File: config.mk
export PLATFORM = sky130hd
export DESIGN_NAME = uart_frame_loader_flat
export DESIGN_NICKNAME = d
export VERILOG_FILES = /design/src/rtl/uart_frame_loader_pkg.sv /design/src/rtl/uart_frame_loader_if.sv /design/src/rtl/uart_frame_loader_idle_timer.sv /design/src/rtl/uart_frame_loader.sv /design/src/flat_wrapper.sv
export SDC_FILE = /design/constraint.sdc
export NUM_CORES = 1
export LEC_CHECK = 0
export ABC_AREA = 1
export BUFFER_PORTS_ARGS = -buffer_cell sky130_fd_sc_hd__buf_2
export CORE_UTILIZATION = 29
export CTS_BUF_LIST = sky130_fd_sc_hd__clkbuf_8
export CTS_CLUSTER_SIZE = 28
export DETAILED_ROUTE_END_ITERATION = 8
export MAX_ROUTING_LAYER = met4
export PLACE_DENSITY = 0.45
export REMOVE_ABC_BUFFERS = 1
export SLEW_MARGIN = 25
export SYNTH_ARGS = -nofsm -noshare
export SYNTH_HDL_FRONTEND = slang
export SYNTH_SLANG_ARGS = --single-unit
export TNS_END_PERCENT = 10
File: constraint.sdc
create_clock -name clock -period 5.25 [get_ports clock]
set_input_delay 0.2625 -clock clock [delete_from_list [all_inputs] [get_ports clock]]
set_output_delay 0.2625 -clock clock [all_outputs]
set_load 0.01 [all_outputs]
File: src/rtl/uart_frame_loader_pkg.sv
// Shared LED cube definitions: protocol bytes, frame size
// and the packet parser state encoding.
package uart_frame_loader_pkg;

    localparam logic [7:0] SYNC_BYTE = 8'hA5;
    localparam logic [7:0] CMD_FRAME = 8'h01;
    localparam logic [7:0] CMD_POKE  = 8'h02;
    localparam logic [7:0] RESP_ACK  = 8'h06;
    localparam logic [7:0] RESP_NAK  = 8'h15;
    localparam int         FB_DEPTH  = 512;

    typedef enum logic [2:0] {
        ST_IDLE,
        ST_CMD,
        ST_ADDR_HI,
        ST_ADDR_LO,
        ST_PAYLOAD,
        ST_CHECK,
        ST_RESP
    } state_t;

endpackage

File: src/rtl/uart_frame_loader_if.sv
// UART rx/tx handshake, BRAM write port and status lines
// of the frame loader, bundled for the top-level port.
interface uart_frame_loader_if #(
    parameter int ADDR_WIDTH = 9
);

    logic                  rx_valid;
    logic [7:0]            rx_data;
    logic                  tx_valid;
    logic [7:0]            tx_data;
    logic                  tx_ready;
    logic [0:0]            bram_write_enable;
    logic [ADDR_WIDTH-1:0] bram_write_addr;
    logic [7:0]            bram_write_data;
    logic                  frame_done;
    logic                  frame_error;
    logic                  busy;

    modport master (
        input  rx_valid, rx_data, tx_ready,
        output tx_valid, tx_data,
        output bram_write_enable, bram_write_addr,
        output bram_write_data,
        output frame_done, frame_error, busy
    );

    modport slave (
        output rx_valid, rx_data, tx_ready,
        input  tx_valid, tx_data,
        input  bram_write_enable, bram_write_addr,
        input  bram_write_data,
        input  frame_done, frame_error, busy
    );

endinterface

File: src/rtl/uart_frame_loader_idle_timer.sv
// Inter-byte idle counter: expires on the CYCLES-th consecutive
// enabled cycle without a clear; held at zero while disabled.
module idle_timer #(
    parameter int CYCLES = 1000000
) (
    input  logic clock,
    input  logic reset,
    input  logic clear,
    input  logic enable,
    output logic expired
);

    localparam int CW = $clog2(CYCLES + 1);
    localparam logic [CW-1:0] LAST = CW'(CYCLES - 1);

    logic [CW-1:0] cnt_q;
    logic [CW-1:0] cnt_d;

    // A clearing byte in the expiry cycle wins over the timeout.
    always_comb begin
        expired = enable && !clear && (cnt_q == LAST);
        if (!enable || clear || expired) begin
            cnt_d = '0;
        end else begin
            cnt_d = cnt_q + 1'b1;
        end
    end

    // Idle count register.
    always_ff @(posedge clock) begin
        if (!reset) begin
            cnt_q <= '0;
        end else begin
            cnt_q <= cnt_d;
        end
    end

endmodule

File: src/rtl/uart_frame_loader.sv
// Parses A5-framed UART packets into frame-buffer BRAM writes
// and answers each packet with a single ACK/NAK byte.
module uart_frame_loader
    import uart_frame_loader_pkg::*;
#(
    parameter int DEPTH          = FB_DEPTH,
    parameter int ADDR_WIDTH     = 9,
    parameter int TIMEOUT_CYCLES = 1000000
) (
    input  logic                clock,
    input  logic                reset,
    uart_frame_loader_if.master bus
);

    localparam int REM_W = ADDR_WIDTH + 1;

    state_t                state_q, state_d;
    logic [ADDR_WIDTH-1:0] addr_q, addr_d;
    logic [REM_W-1:0]      rem_q, rem_d;
    logic [7:0]            sum_q, sum_d;
    logic                  we_q, we_d;
    logic [ADDR_WIDTH-1:0] wa_q, wa_d;
    logic [7:0]            wd_q, wd_d;
    logic                  tx_valid_q, tx_valid_d;
    logic [7:0]            tx_data_q, tx_data_d;
    logic                  done_q, done_d;
    logic                  error_q, error_d;

    logic timed;
    logic expired;

    // Timeout only runs while a packet is being parsed.
    assign timed = state_q inside {ST_CMD, ST_ADDR_HI, ST_ADDR_LO,
                                   ST_PAYLOAD, ST_CHECK};

    idle_timer #(
        .CYCLES (TIMEOUT_CYCLES)
    ) u_idle_timer (
        .clock   (clock),
        .reset   (reset),
        .clear   (bus.rx_valid),
        .enable  (timed),
        .expired (expired)
    );

    // Packet parser next-state, checksum and write strobe logic.
    always_comb begin
        logic [7:0] sum_nx;
        logic       ack;
        logic       nak;
        sum_nx     = sum_q + bus.rx_data;
        ack        = 1'b0;
        nak        = 1'b0;
        state_d    = state_q;
        addr_d     = addr_q;
        rem_d      = rem_q;
        sum_d      = sum_q;
        we_d       = 1'b0;
        wa_d       = wa_q;
        wd_d       = wd_q;
        tx_valid_d = tx_valid_q;
        tx_data_d  = tx_data_q;
        done_d     = 1'b0;
        error_d    = 1'b0;
        unique case (state_q)
            ST_IDLE: begin
                if (bus.rx_valid && bus.rx_data == SYNC_BYTE) begin
                    state_d = ST_CMD;
                end
            end
            ST_CMD: begin
                if (bus.rx_valid) begin
                    sum_d = bus.rx_data;
                    if (bus.rx_data == CMD_FRAME) begin
                        addr_d  = '0;
                        rem_d   = REM_W'(DEPTH);
                        state_d = ST_PAYLOAD;
                    end else if (bus.rx_data == CMD_POKE) begin
                        state_d = ST_ADDR_HI;
                    end else begin
                        nak = 1'b1;
                    end
                end else if (expired) begin
                    nak = 1'b1;
                end
            end
            ST_ADDR_HI: begin
                if (bus.rx_valid) begin
                    sum_d   = sum_nx;
                    addr_d  = ADDR_WIDTH'({bus.rx_data, 8'h00});
                    state_d = ST_ADDR_LO;
                end else if (expired) begin
                    nak = 1'b1;
                end
            end
            ST_ADDR_LO: begin
                if (bus.rx_valid) begin
                    sum_d   = sum_nx;
                    addr_d  = {addr_q[ADDR_WIDTH-1:8], bus.rx_data};
                    rem_d   = REM_W'(1);
                    state_d = ST_PAYLOAD;
                end else if (expired) begin
                    nak = 1'b1;
                end
            end
            ST_PAYLOAD: begin
                if (bus.rx_valid) begin
                    sum_d  = sum_nx;
                    we_d   = 1'b1;
                    wa_d   = addr_q;
                    wd_d   = bus.rx_data;
                    addr_d = addr_q + 1'b1;
                    rem_d  = rem_q - 1'b1;
                    if (rem_q == REM_W'(1)) begin
                        state_d = ST_CHECK;
                    end
                end else if (expired) begin
                    nak = 1'b1;
                end
            end
            ST_CHECK: begin
                if (bus.rx_valid) begin
                    sum_d = sum_nx;
                    if (sum_nx == 8'h00) begin
                        ack = 1'b1;
                    end else begin
                        nak = 1'b1;
                    end
                end else if (expired) begin
                    nak = 1'b1;
                end
            end
            ST_RESP: begin
                if (bus.tx_ready) begin
                    tx_valid_d = 1'b0;
                    state_d    = ST_IDLE;
                end
            end
            default: begin
                state_d = ST_IDLE;
            end
        endcase
        if (ack || nak) begin
            state_d    = ST_RESP;
            tx_valid_d = 1'b1;
            tx_data_d  = ack ? RESP_ACK : RESP_NAK;
            done_d     = ack;
            error_d    = nak;
        end
    end

    // Parser state and registered outputs.
    always_ff @(posedge clock) begin
        if (!reset) begin
            state_q    <= ST_IDLE;
            addr_q     <= '0;
            rem_q      <= '0;
            sum_q      <= '0;
            we_q       <= 1'b0;
            wa_q       <= '0;
            wd_q       <= '0;
            tx_valid_q <= 1'b0;
            tx_data_q  <= '0;
            done_q     <= 1'b0;
            error_q    <= 1'b0;
        end else begin
            state_q    <= state_d;
            addr_q     <= addr_d;
            rem_q      <= rem_d;
            sum_q      <= sum_d;
            we_q       <= we_d;
            wa_q       <= wa_d;
            wd_q       <= wd_d;
            tx_valid_q <= tx_valid_d;
            tx_data_q  <= tx_data_d;
            done_q     <= done_d;
            error_q    <= error_d;
        end
    end

    assign bus.bram_write_enable = we_q;
    assign bus.bram_write_addr   = wa_q;
    assign bus.bram_write_data   = wd_q;
    assign bus.tx_valid          = tx_valid_q;
    assign bus.tx_data           = tx_data_q;
    assign bus.frame_done        = done_q;
    assign bus.frame_error       = error_q;
    assign bus.busy              = (state_q != ST_IDLE);

endmodule

File: src/flat_wrapper.sv
// flat-port wrapper written by rule: the top's interface ports become plain ports
module uart_frame_loader_flat import uart_frame_loader_pkg::*;
#(
    parameter int DEPTH          = FB_DEPTH,
    parameter int ADDR_WIDTH     = 9,
    parameter int TIMEOUT_CYCLES = 1000000
)
  (clock, reset, bus_rx_valid, bus_rx_data, bus_tx_ready, bus_tx_valid, bus_tx_data, bus_bram_write_enable, bus_bram_write_addr, bus_bram_write_data, bus_frame_done, bus_frame_error, bus_busy);
  uart_frame_loader_if #(.ADDR_WIDTH(ADDR_WIDTH)) bus_i ();
  input  logic clock;
  input  logic reset;
  input wire logic [$bits(bus_i.rx_valid)-1:0] bus_rx_valid;
  input wire logic [$bits(bus_i.rx_data)-1:0] bus_rx_data;
  input wire logic [$bits(bus_i.tx_ready)-1:0] bus_tx_ready;
  output wire logic [$bits(bus_i.tx_valid)-1:0] bus_tx_valid;
  output wire logic [$bits(bus_i.tx_data)-1:0] bus_tx_data;
  output wire logic [$bits(bus_i.bram_write_enable)-1:0] bus_bram_write_enable;
  output wire logic [$bits(bus_i.bram_write_addr)-1:0] bus_bram_write_addr;
  output wire logic [$bits(bus_i.bram_write_data)-1:0] bus_bram_write_data;
  output wire logic [$bits(bus_i.frame_done)-1:0] bus_frame_done;
  output wire logic [$bits(bus_i.frame_error)-1:0] bus_frame_error;
  output wire logic [$bits(bus_i.busy)-1:0] bus_busy;
  assign bus_i.rx_valid = bus_rx_valid;
  assign bus_i.rx_data = bus_rx_data;
  assign bus_i.tx_ready = bus_tx_ready;
  assign bus_tx_valid = bus_i.tx_valid;
  assign bus_tx_data = bus_i.tx_data;
  assign bus_bram_write_enable = bus_i.bram_write_enable;
  assign bus_bram_write_addr = bus_i.bram_write_addr;
  assign bus_bram_write_data = bus_i.bram_write_data;
  assign bus_frame_done = bus_i.frame_done;
  assign bus_frame_error = bus_i.frame_error;
  assign bus_busy = bus_i.busy;
  uart_frame_loader #(.DEPTH(DEPTH), .ADDR_WIDTH(ADDR_WIDTH), .TIMEOUT_CYCLES(TIMEOUT_CYCLES)) u_core (.clock(clock), .reset(reset), .bus(bus_i));
endmodule
==> impl_results.md, run 1 <==
* Run status: completed
* Final Hold Fails at 0
* Area contributors post-synth: dfxtp_1 (37%), nand2_1 (9.1%), nor2_1 (7.4%)
* Avg WL per Cell at 12.4 um
* Final #Nets at 633
* Total GRT Usage at 15.2%
* CTS clk-pin slew, worst paths at 0.08 ns
* Critical path depth at 16
* Hold_buf cts at 0
* Pins Over Slew Limit at 0
* Vias per cell at 4.67
* Top routing layer used: met4
* Post-synth top flop: dfxtp_1
* FF-to-FF path depth at 16
* CP dominant cell by count: nand2_1
* Layout cells sized above 1 at 14.7%
* Count of TritonRoute iterations in the first routing pass at 4
* Via count at 3687
* Port Buffers at 37
* Diode count at 0
* Setup violators final at 0
* Post-synthesis sequential area ratio at 36.8%
* Buf/Inv on CP at 0
* Setup_tns at 0 ns
* Post-layout minimum cycle time at 2.31 ns
* CP Class: register to register
* Post-synthesis cell count at 571
* Row cnt at 42
* Async S/R FF share, synth at 0%
* Worst slew pin tran at 0.873 ns
* Routability cong. at 0.812
* CTS Root Cell: clkbuf_8
* Synthesized area at 0.00402 mm^2
* Detail Route met3 WL at 357 um
* I/O pin count at 42
* Highest clock rate at 0.433 GHz
* Peak supply drop at 0.117 mV
* Die width at 120 um
* Synth warn at 0
* Post-synth EDFFs at 0
* Peak fanout along the critical path at 4
* Core area at 0.0134 mm^2
* Synth-to-Final Area Change at 12.8%
* Post-synth top cells: nand2_1 (97), nor2_1 (79), dfxtp_1 (74)
* Die area at 0.0143 mm^2
* Hold path depth at 3
* CP max stage cell: fa_1
* Cell Chain, Critical Path: ha_1 > fa_1 > nand2_1 > nand2_1 > nand3_1 > nand2_1 > nand2_1 > nand2_1 > nor2_1 > nand3_1 > nand2_2 > nand2_4 > nor2_4 > nand4_1 > nand2_1 > nor2_1
* Largest net degree at the start of global routing at 34
* Leading area contributor after synthesis: dfxtp_1
* HPWL after DPL at 7230 um
* PostCTS Resize Cnt at 0
* CTS max path bufs at 2
* Post-route antenna net violation count at 0
* CTS tree: done
* First-pass GRT wire length at 16700 um
* Worst hold path type: input port to register
* Max-cap violations at 0
* Antenna violations before repair at 0
* Iteration-0 DRC Markers at 207
* CP endpoint kind: register
* Synthesized area per cell at 7.04 um^2
* Die height at 120 um
* WP data arrival at 2.58 ns
* LEAKAGE at 2.03 nW
* Post-synth top area share at 36.8%
* P per Cell Area at 427 mW/mm^2
* Metal-1 WL at 4640 um
* Vias in the first global route at 3490
* Post-CTS Setup Bufs at 0
* Top-count cell post-synth: nand2_1
* # DRC at 0
* Worst-Skew Late Latency at 0.37 ns
* Crit share post-route at 44.0%
* WL final at 9790 um
* TritonCTS Buffers at 9
* #FFs+latches synth at 74
* Synth cell types at 47
* Fill count at 1500
* Worst rel slew slack at 41.6%
* Sink Count at 74
* Met2 wire length at 4590 um
* CP required at 5.52 ns
* Pwr Total at 0.00194 W
* Starting Density at 30.0%
* GR Overflow Total at 0
* RSZ-0062 raised after global routing: no
* CP peak stage delay at 0.42 ns
* Clk_skew at 0.00656 ns
* CP Launch Type: register
* Delay-heaviest family, CP: simple AND/OR/NAND/NOR gates
* Htree depth at 3
==> metal layers <==
| metal | vias to the layer above | GRT usage (%) |
|---|---|---|
| li1 | 1942 | - |
| met1 | 1670 | 18.6 |
| met4 | 0 | 6.41 |
| met5 | - | - |
| met2 | 59 | 24.0 |
| met3 | 16 | 3.71 |
==> kinds of logic (layout without fill, tap and decap cells) <==
group           after synthesis  after routing  synth area share, %
fa+ha+maj                    12             12                 3.92
flops                        74             74                 36.8
xor+xnor                     12             12                 2.61
simple gates                253            253                 30.0
other cells                   1              4               0.0933
compound gates              123            123                 16.9
buf+inv                      96            136                 9.58
==> final cells by class <==
cell class	count	area (um^2)	share of cell area (%)
multi-input cells	404	2170	47.7
flip-flops and latches	74	1480	32.6
inverters	82	308	6.78
well taps	176	220	4.85
repair buffers	38	193	4.25
clock buffers	9	124	2.73
clock inverters	7	46.3	1.02
==> flip-flops by register name, summed over array words and instances (netlist names) <==
name	flops
u_core.u_idle_timer.cnt_q	20
u_core.rem_q	10
u_core.addr_q	9
u_core.bus.bram_write_addr	9
u_core.bus.bram_write_data	8
u_core.sum_q	8
u_core.bus.tx_data	3
u_core.state_q	3
u_core.bus.bram_write_enable	1
u_core.bus.frame_done	1
u_core.bus.frame_error	1
u_core.bus.tx_valid	1
==> worst paths after layout <==
| kind | startpoint | end | slack, ns |
|---|---|---|---|
| worst max-delay path | u_core.sum_q[0] | u_core.state_q[2] | 2.94 |
| worst min-delay path | bus_rx_data[0] | u_core.sum_q[0] | 0.19 |
| worst max register to register | u_core.sum_q[0] | u_core.state_q[2] | 2.94 |
| worst min register to register | u_core.rem_q[2] | u_core.rem_q[2] | 0.45 |
==> worst register-to-register path, stage by stage, from the launching register on <==
cell and delay, ns:
dfxtp_1 0.32, ha_1 0.21, fa_1 0.42, nand2_1 0.09, nand2_1 0.07, nand3_1 0.09, nand2_1 0.06, nand2_1 0.05
nand2_1 0.06, nor2_1 0.19, nand3_1 0.13, nand2_2 0.10, nand2_4 0.06, nor2_4 0.13, nand4_1 0.10, nand2_1 0.08
nor2_1 0.05
==> through the flow <==
stage | hold slack, ns | util, % | std cells | worst slack, ns | instance area, um^2
CTS | 0.169 | 33.9 | 790 | 2.93 | 4540
global route | 0.195 | 33.9 | 790 | 2.73 | 4540
floorplan | 0.384 | - | 560 | 3.26 | 3960
detailed placement | 0.443 | 32.6 | 774 | 2.85 | 4370
finish | 0.195 | 33.9 | 790 | 2.94 | 4540
global placement | 0.440 | 32.6 | 774 | 2.90 | 4370
==> report_power, final <==
| group | internal, W | switching, W |
|---|---|---|
| clock | 0.000170 | 0.000232 |
| sequential | 0.000663 | 0.0000670 |
| combinational | 0.000273 | 0.000532 |
| total | 0.00111 | 0.000832 |
==> cells in the final DEF, fill, tap and decap left out, types with 2 or more instances in the layout <==
master    count
clkinv_2      4
inv_2         9
nand2_2       2
a21oi_1      54
nor2_2        3
nor2_1       79
o21ai_0      45
conb_1        4
clkinv_4      3
ha_1         11
o32ai_1       2
nand4_1      12
nor3_4        3
dfxtp_1      74
a31oi_1       5
nand3_1      32
inv_1        72
o22ai_1       3
o21a_1        3
xnor2_1       3
xor2_1        9
nand4_2       2
nand2_1      97
nand3_4       2
buf_2        37
o21ai_2       2
nand3_2       4
nor3_1        6
clkbuf_8      9
nor3_2        5
(Power assumes the default switching activity.)
==> run 2, diff against run 1 <==
--- a/config.mk
+++ b/config.mk
@@ -12,7 +12,7 @@
 export CTS_CLUSTER_SIZE = 28
 export DETAILED_ROUTE_END_ITERATION = 8
 export MAX_ROUTING_LAYER = met4
-export PLACE_DENSITY = 0.45
+export PLACE_DENSITY = 0.47
 export REMOVE_ABC_BUFFERS = 1
 export SLEW_MARGIN = 25
 export SYNTH_ARGS = -nofsm -noshare
==> constraint.sdc (replaced) <==
create_clock -name clock -period 1.86 [get_ports clock]
set_input_delay 0.093 -clock clock [delete_from_list [all_inputs] [get_ports clock]]
set_output_delay 0.093 -clock clock [all_outputs]
set_load 0.01 [all_outputs]
==> run 2 against run 1 <==
Effect of this change: the flow now finishes with violations (setup timing); register-to-register slack worse by 3.2 ns; worst setup slack worse by 3.2 ns; core utilization is 3.6 points higher; power grew to 3.2 times the previous value; sequential power grew to 2.8 times the previous value; routed wire length is 4.2% higher; sequential cell count stayed put; sequential share of layout area is 3.0 points lower; worst hold slack worse by 0.13 ns; cell count is 4.8% higher; via count is 3.0% higher; highest routed layer unchanged.
==> impl_results.md, run 2 (synthesis results as in run 1) <==
* Worst hold path type: input port to register
* Fill count at 1459
* CTS tree: done
* Largest net degree at the start of global routing at 29
* CP required at 2.09 ns
* Total GRT Usage at 15.7%
* CP startpoint: u_core.sum_q[0]
* Peak supply drop at 0.678 mV
* Finished layout cell area at 0.00502 mm^2
* Die width at 120 um
* RSZ-0062 raised after global routing: yes
* FF-to-FF path depth at 14
* I/O pin count at 42
* Count of TritonRoute iterations in the first routing pass at 5
* Most frequent cells in the layout: nand2_1 (96), inv_1 (72), nor2_1 (72), dfxtp_1 (67), a21oi_1 (54)
* Port Buffers at 37
* Worst rel slew slack at 61.0%
* Multi-input gate area at 0.00226 mm^2
* Worst slew pin tran at 0.584 ns
* Setup ws final at -0.308 ns
* Setup violators final at 9
* Peak fanout along the critical path at 4
* Iteration-0 DRC Markers at 225
* Hold Crit Endpoint: u_core.bus.bram_write_data[7]
* Core area at 0.0134 mm^2
* Worst r2r src: u_core.sum_q[0]
* Regs by FF count: u_core.u_idle_timer.cnt_q: 20 flops, u_core.rem_q: 10 flops
* CP Launch Type: register
* Buf/Inv on CP at 2
* TritonCTS Buffers at 9
* WP data arrival at 2.40 ns
* Layout cells sized above 1 at 23.0%
* Row cnt at 42
* Vias per cell at 4.58
* Sink Count at 74
* CP Class: register to register
* Failing checks: setup timing
* Clk_skew at 0.0120 ns
* Worst r2r dst: u_core.bus.tx_data[2]
* Setup_tns at -2.22 ns
* CTS max path bufs at 2
* HPWL after DPL at 7750 um
* Post-layout minimum cycle time at 2.17 ns
* Routability cong. at 0.829
* CP endpoint kind: register
* Crit share post-route at 117%
* Delay-heaviest family, CP: simple AND/OR/NAND/NOR gates
* R2R Setup Slk at -0.31 ns
* Highest clock rate at 0.461 GHz
* Hold wc startpoint: bus_rx_data[7]
* Vias in the first global route at 3538
* Post-route antenna net violation count at 0
* CTS Root Cell: clkbuf_8
* Die height at 120 um
* Htree depth at 3
* P per Cell Area at 1240 mW/mm^2
* Max-cap violations at 0
* Diode count at 0
* Antenna violations before repair at 0
* Commonest non-fill, non-tap cell in the layout: nand2_1
* Cell Chain, Critical Path: ha_4 > fa_2 > buf_6 > xor2_2 > nor2_1 > nand3_1 > nor2_2 > nand3_1 > nand2_2 > nand2_4 > nor2_4 > inv_2 > nor2_2 > nor2_1
* Worst-Skew Late Latency at 0.37 ns
* Hold path depth at 3
* Starting Density at 30.0%
* Largest Register: u_core.u_idle_timer.cnt_q
* Min Hold Slack at 0.0693 ns
* CTS clk-pin slew, worst paths at 0.09 ns
* # DRC at 0
* Pwr Total at 0.00622 W
* LEAKAGE at 2.26 nW
* Die area at 0.0143 mm^2
* First-pass GRT wire length at 17100 um
* Pins Over Slew Limit at 0
* GR Overflow Total at 0
* CP peak stage delay at 0.37 ns
* Largest register FFs at 20
* Run status: finished with violations
* Register area at 0.00149 mm^2
* Synth-to-Final Area Change at 24.8%
* CP max stage cell: fa_2
* Avg WL per Cell at 12.3 um
* Hold_buf cts at 0
* Final #Nets at 671
* DP Area at 0.00465 mm^2
* Final Hold Fails at 0
* Final Util at 37.5%
* WL final at 10200 um
* Via count at 3796
-- run 2: worst min-delay path: stages --
cell     delay, ns
buf_2         0.14
inv_2         0.10
a21oi_1       0.07
-- run 2: repair_timing --
action	4_1_cts	5_1_grt
endpoints found under the setup margin	17	26
gates cloned	0	0
resized for setup	8	21
endpoints found under the hold margin	0	0
buffers inserted	0	2
pin swaps	8	5
-- run 2: how the worst max path moves through the flow --
| stage | endpoint | slack (ns) | cells after the start |
|---|---|---|---|
| after floorplan | u_core.state_q[1] | -0.13 | 16 |
| after global placement | u_core.state_q[1] | -0.36 | 16 |
| after detailed placement | u_core.state_q[1] | -0.41 | 16 |
| after CTS | u_core.state_q[1] | -0.33 | 14 |
| after global routing | u_core.bus.tx_data[2] | -0.44 | 14 |
| final | u_core.bus.tx_data[2] | -0.31 | 14 |
-- run 2: where the power goes --
part | total (W) | switching (W) | internal (W)
Combinational | 0.00259 | 0.00160 | 0.000988
Clock | 0.00156 | 0.000661 | 0.000902
Sequential | 0.00207 | 0.000188 | 0.00188
Total | 0.00622 | 0.00245 | 0.00377
-- run 2: routing by layer --
metal  vias up  wire length [um]  global-route usage [%]  share of wire (%)
li1       2022                 -                       -                  -
met1      1722              4910                    19.4                 48
met2        42              4860                    25.0                 48
met3        10               286                    3.61                2.8
met5         -                 0                       -                  0
met4         0               142                    5.31                1.4
-- run 2: stage by stage --
stage	std cells	setup slack, ns
after global placement	810	-0.363
after detailed placement	810	-0.406
after global routing	828	-0.441
after floorplan	560	-0.135
final	828	-0.308
after CTS	826	-0.330
-- run 2: cell type report --
cell class,instances,area share [%]
Clock inverter,7,2.47
Timing Repair Buffer,76,9.85
Inverter,82,6.13
Multi-Input combinational cell,404,45.0
Clock buffer,9,2.47
Sequential cell,74,29.7
Tap cell,176,4.39
==> run 3, diff against run 2 <==
--- a/config.mk
+++ b/config.mk
@@ -5,7 +5,6 @@
 export SDC_FILE = /design/constraint.sdc
 export NUM_CORES = 1
 export LEC_CHECK = 0
-export ABC_AREA = 1
 export BUFFER_PORTS_ARGS = -buffer_cell sky130_fd_sc_hd__buf_2
 export CORE_UTILIZATION = 29
 export CTS_BUF_LIST = sky130_fd_sc_hd__clkbuf_8
==> run 3 against run 2 <==
Effect of this change: the run still ends with setup timing left; clock skew down 0.00064 ns; cell area down 4.3%; die area down 5.9%; core utilization up 0.46 points; cell count down 12%; combinational power down 27%; via count down 8.1%; routed wire length down 4.7%; sequential cell count unchanged; worst hold slack better by 0.028 ns; critical path type unchanged; critical endpoint is now u_core.bus.tx_data[0]; largest cell class unchanged.
==> impl_results.md, run 3 <==
* #FFs+latches synth at 74
* WP data arrival at 2.93 ns
* Most frequent cells in the layout: dfxtp_1 (72), buf_4 (66), nor2_1 (58), nand2_1 (55), buf_2 (37)
* Area contributors post-synth: dfxtp_1 (39%), nor2_1 (5.8%), nand2_1 (5.6%)
* CP endpoint kind: register
* Final #Nets at 577
* Via count at 3487
* Regs by FF count: u_core.u_idle_timer.cnt_q: 20 flops, u_core.rem_q: 10 flops
* Highest clock rate at 0.377 GHz
* Largest net degree at the start of global routing at 21
* Synth-to-Final Area Change at 27.1%
* Run status: finished with violations
* Vias in the first global route at 3401
* Die width at 116 um
* Leading area contributor after synthesis: dfxtp_1
* Sink Count at 74
* CTS tree: done
* Async S/R FF share, synth at 0%
* Htree depth at 3
* Post-synthesis cell count at 460
* Post-synthesis sequential area ratio at 39.2%
* FF-to-FF path depth at 6
* Worst r2r dst: u_core.bus.tx_data[0]
* First-pass GRT wire length at 16200 um
* Synthesized area at 0.00378 mm^2
* Count of TritonRoute iterations in the first routing pass at 4
* Multi-input gate area at 0.00220 mm^2
* Final Util at 37.9%
* Setup violators final at 7
* R2R Setup Slk at -0.79 ns
* CTS Root Cell: clkbuf_8
* Core area at 0.0127 mm^2
* CP required at 2.13 ns
* Post-synth top flop: dfxtp_1
* Max-cap violations at 0
* Vias per cell at 4.78
* Pins Over Slew Limit at 0
* # DRC at 0
* Largest Register: u_core.u_idle_timer.cnt_q
* Antenna violations before repair at 0
* Top-count cell post-synth: dfxtp_1
* Worst slew pin tran at 0.876 ns
* CTS clk-pin slew, worst paths at 0.08 ns
* Post-layout minimum cycle time at 2.65 ns
* Hold Crit Endpoint: u_core.bus.tx_valid
* Row cnt at 41
* Worst hold path type: input port to register
* Setup ws final at -0.793 ns
* Post-synth top cells: dfxtp_1 (74), nor2_1 (58), nand2_1 (56)
* Finished layout cell area at 0.00480 mm^2
* Hold wc startpoint: bus_tx_ready
* Post-route antenna net violation count at 0
* Die area at 0.0135 mm^2
* Post-synth top area share at 39.2%
* TritonCTS Buffers at 9
* RSZ-0062 raised after global routing: yes
* Peak supply drop at 0.460 mV
* Final Hold Fails at 0
* Worst r2r src: u_core.sum_q[0]
* Register area at 0.00148 mm^2
* CP Launch Type: register
* Synthesized area per cell at 8.22 um^2
* Layout cells sized above 1 at 24.6%
* Fill count at 1331
* Synth warn at 0
* Crit share post-route at 143%
* Avg WL per Cell at 13.3 um
* Worst rel slew slack at 40.8%
* Largest register FFs at 20
* P per Cell Area at 1010 mW/mm^2
* Synth cell types at 57
* Failing checks: setup timing
* CP Class: register to register
* Peak fanout along the critical path at 3
* Hold path depth at 4
* DP Area at 0.00457 mm^2
* Die height at 116 um
* Iteration-0 DRC Markers at 232
* HPWL after DPL at 7050 um
* LEAKAGE at 1.92 nW
* Total GRT Usage at 16.3%
* Clk_skew at 0.0114 ns
* Diode count at 0
* CTS max path bufs at 2
* WL final at 9730 um
* I/O pin count at 42
* Commonest non-fill, non-tap cell in the layout: dfxtp_1
* Post-synth EDFFs at 0
* Routability cong. at 0.816
* Port Buffers at 37
* GR Overflow Total at 0
* Starting Density at 29.8%
* Worst-Skew Late Latency at 0.37 ns
run 3: changes by cell type in the layout (fill, tap and decap cells not counted), moves of 12 or more:
| cell | delta |
|---|---|
| nand2_1 | -41 |
| xor2_1 | +13 |
| inv_1 | -61 |
| nor2_1 | -14 |
| buf_4 | +29 |
| a211oi_1 | +12 |
| o21ai_0 | -27 |
| a21oi_1 | -24 |
| nand3_1 | -15 |
run 3: stage by stage:
step / std cells / setup TNS [ns] / worst slack, ns / power [W] / hold slack (ns)
2_1_floorplan: 438 / -4.11 / -0.886 / 0.00303 / 0.201
3_3_place_gp: 712 / -5.01 / -0.995 / 0.00372 / 0.438
3_5_place_dp: 712 / -5.30 / -1.03 / 0.00375 / 0.445
4_1_cts: 729 / -4.59 / -0.856 / 0.00492 / 0.0813
5_1_grt: 730 / -4.92 / -0.837 / 0.00527 / 0.125
6_report: 730 / -4.06 / -0.793 / 0.00487 / 0.0972
run 3: worst max-delay path by stage:
stage | start | endpoint | depth (start not counted)
2_1_floorplan | u_core.sum_q[0] | u_core.bus.tx_data[0] | 6
3_3_place_gp | u_core.sum_q[0] | u_core.bus.tx_data[0] | 6
3_5_place_dp | u_core.sum_q[0] | u_core.bus.tx_data[0] | 6
4_1_cts | u_core.sum_q[0] | u_core.bus.tx_data[0] | 7
5_1_grt | u_core.sum_q[0] | u_core.bus.tx_data[0] | 6
6_report | u_core.sum_q[0] | u_core.bus.tx_data[0] | 6
run 3: repair_timing:
action                     in CTS  in global routing
hold buffers                    0                  0
setup endpoints to repair      10                 18
pin swaps                       4                  6
resized for setup               7                  6
setup buffers                   1                  1
run 3: critical path, cell delays in order (launching register included):
cell and delay, ns:
dfxtp_2 0.36, ha_4 0.14, fa_2 0.44, or4_4 0.49, or4_4 0.45, o41a_1 0.46, o211a_1 0.21
run 3: layout make-up:
cell class / count / share of cell area, %
inverter: 11 / 0.911
clock inverter: 7 / 0.807
clock buffer: 9 / 2.58
timing repair buffer: 104 / 14.6
tap: 172 / 4.48
sequential: 74 / 30.9
multi-input combinational: 353 / 45.8
run 3: kinds of logic after synthesis:
group,Yosys count,synth area share [%]
AOI/OAI and AO/OA,100,17.3
buffers and inverters,36,4.40
and+or+nand+nor,194,24.5
other,1,0.0992
muxes,10,2.65
adders and majority gates,12,4.17
DFF,74,39.2
xor gates and xnor gates,33,7.65
run 3: per-layer routing:
layer / vias up / share of wire, % / track usage, %
li1: 1805 / - / -
met1: 1618 / 47 / 18.7
met2: 54 / 49 / 27.1
met3: 10 / 3.5 / 5.03
met4: 0 / 1.4 / 5.38
met5: - / 0 / -
run 3: power by group:
part           total [W]  internal (W)  switching (W)
registers        0.00189       0.00175       0.000137
logic            0.00189      0.000881        0.00101
clock network    0.00109      0.000469       0.000619
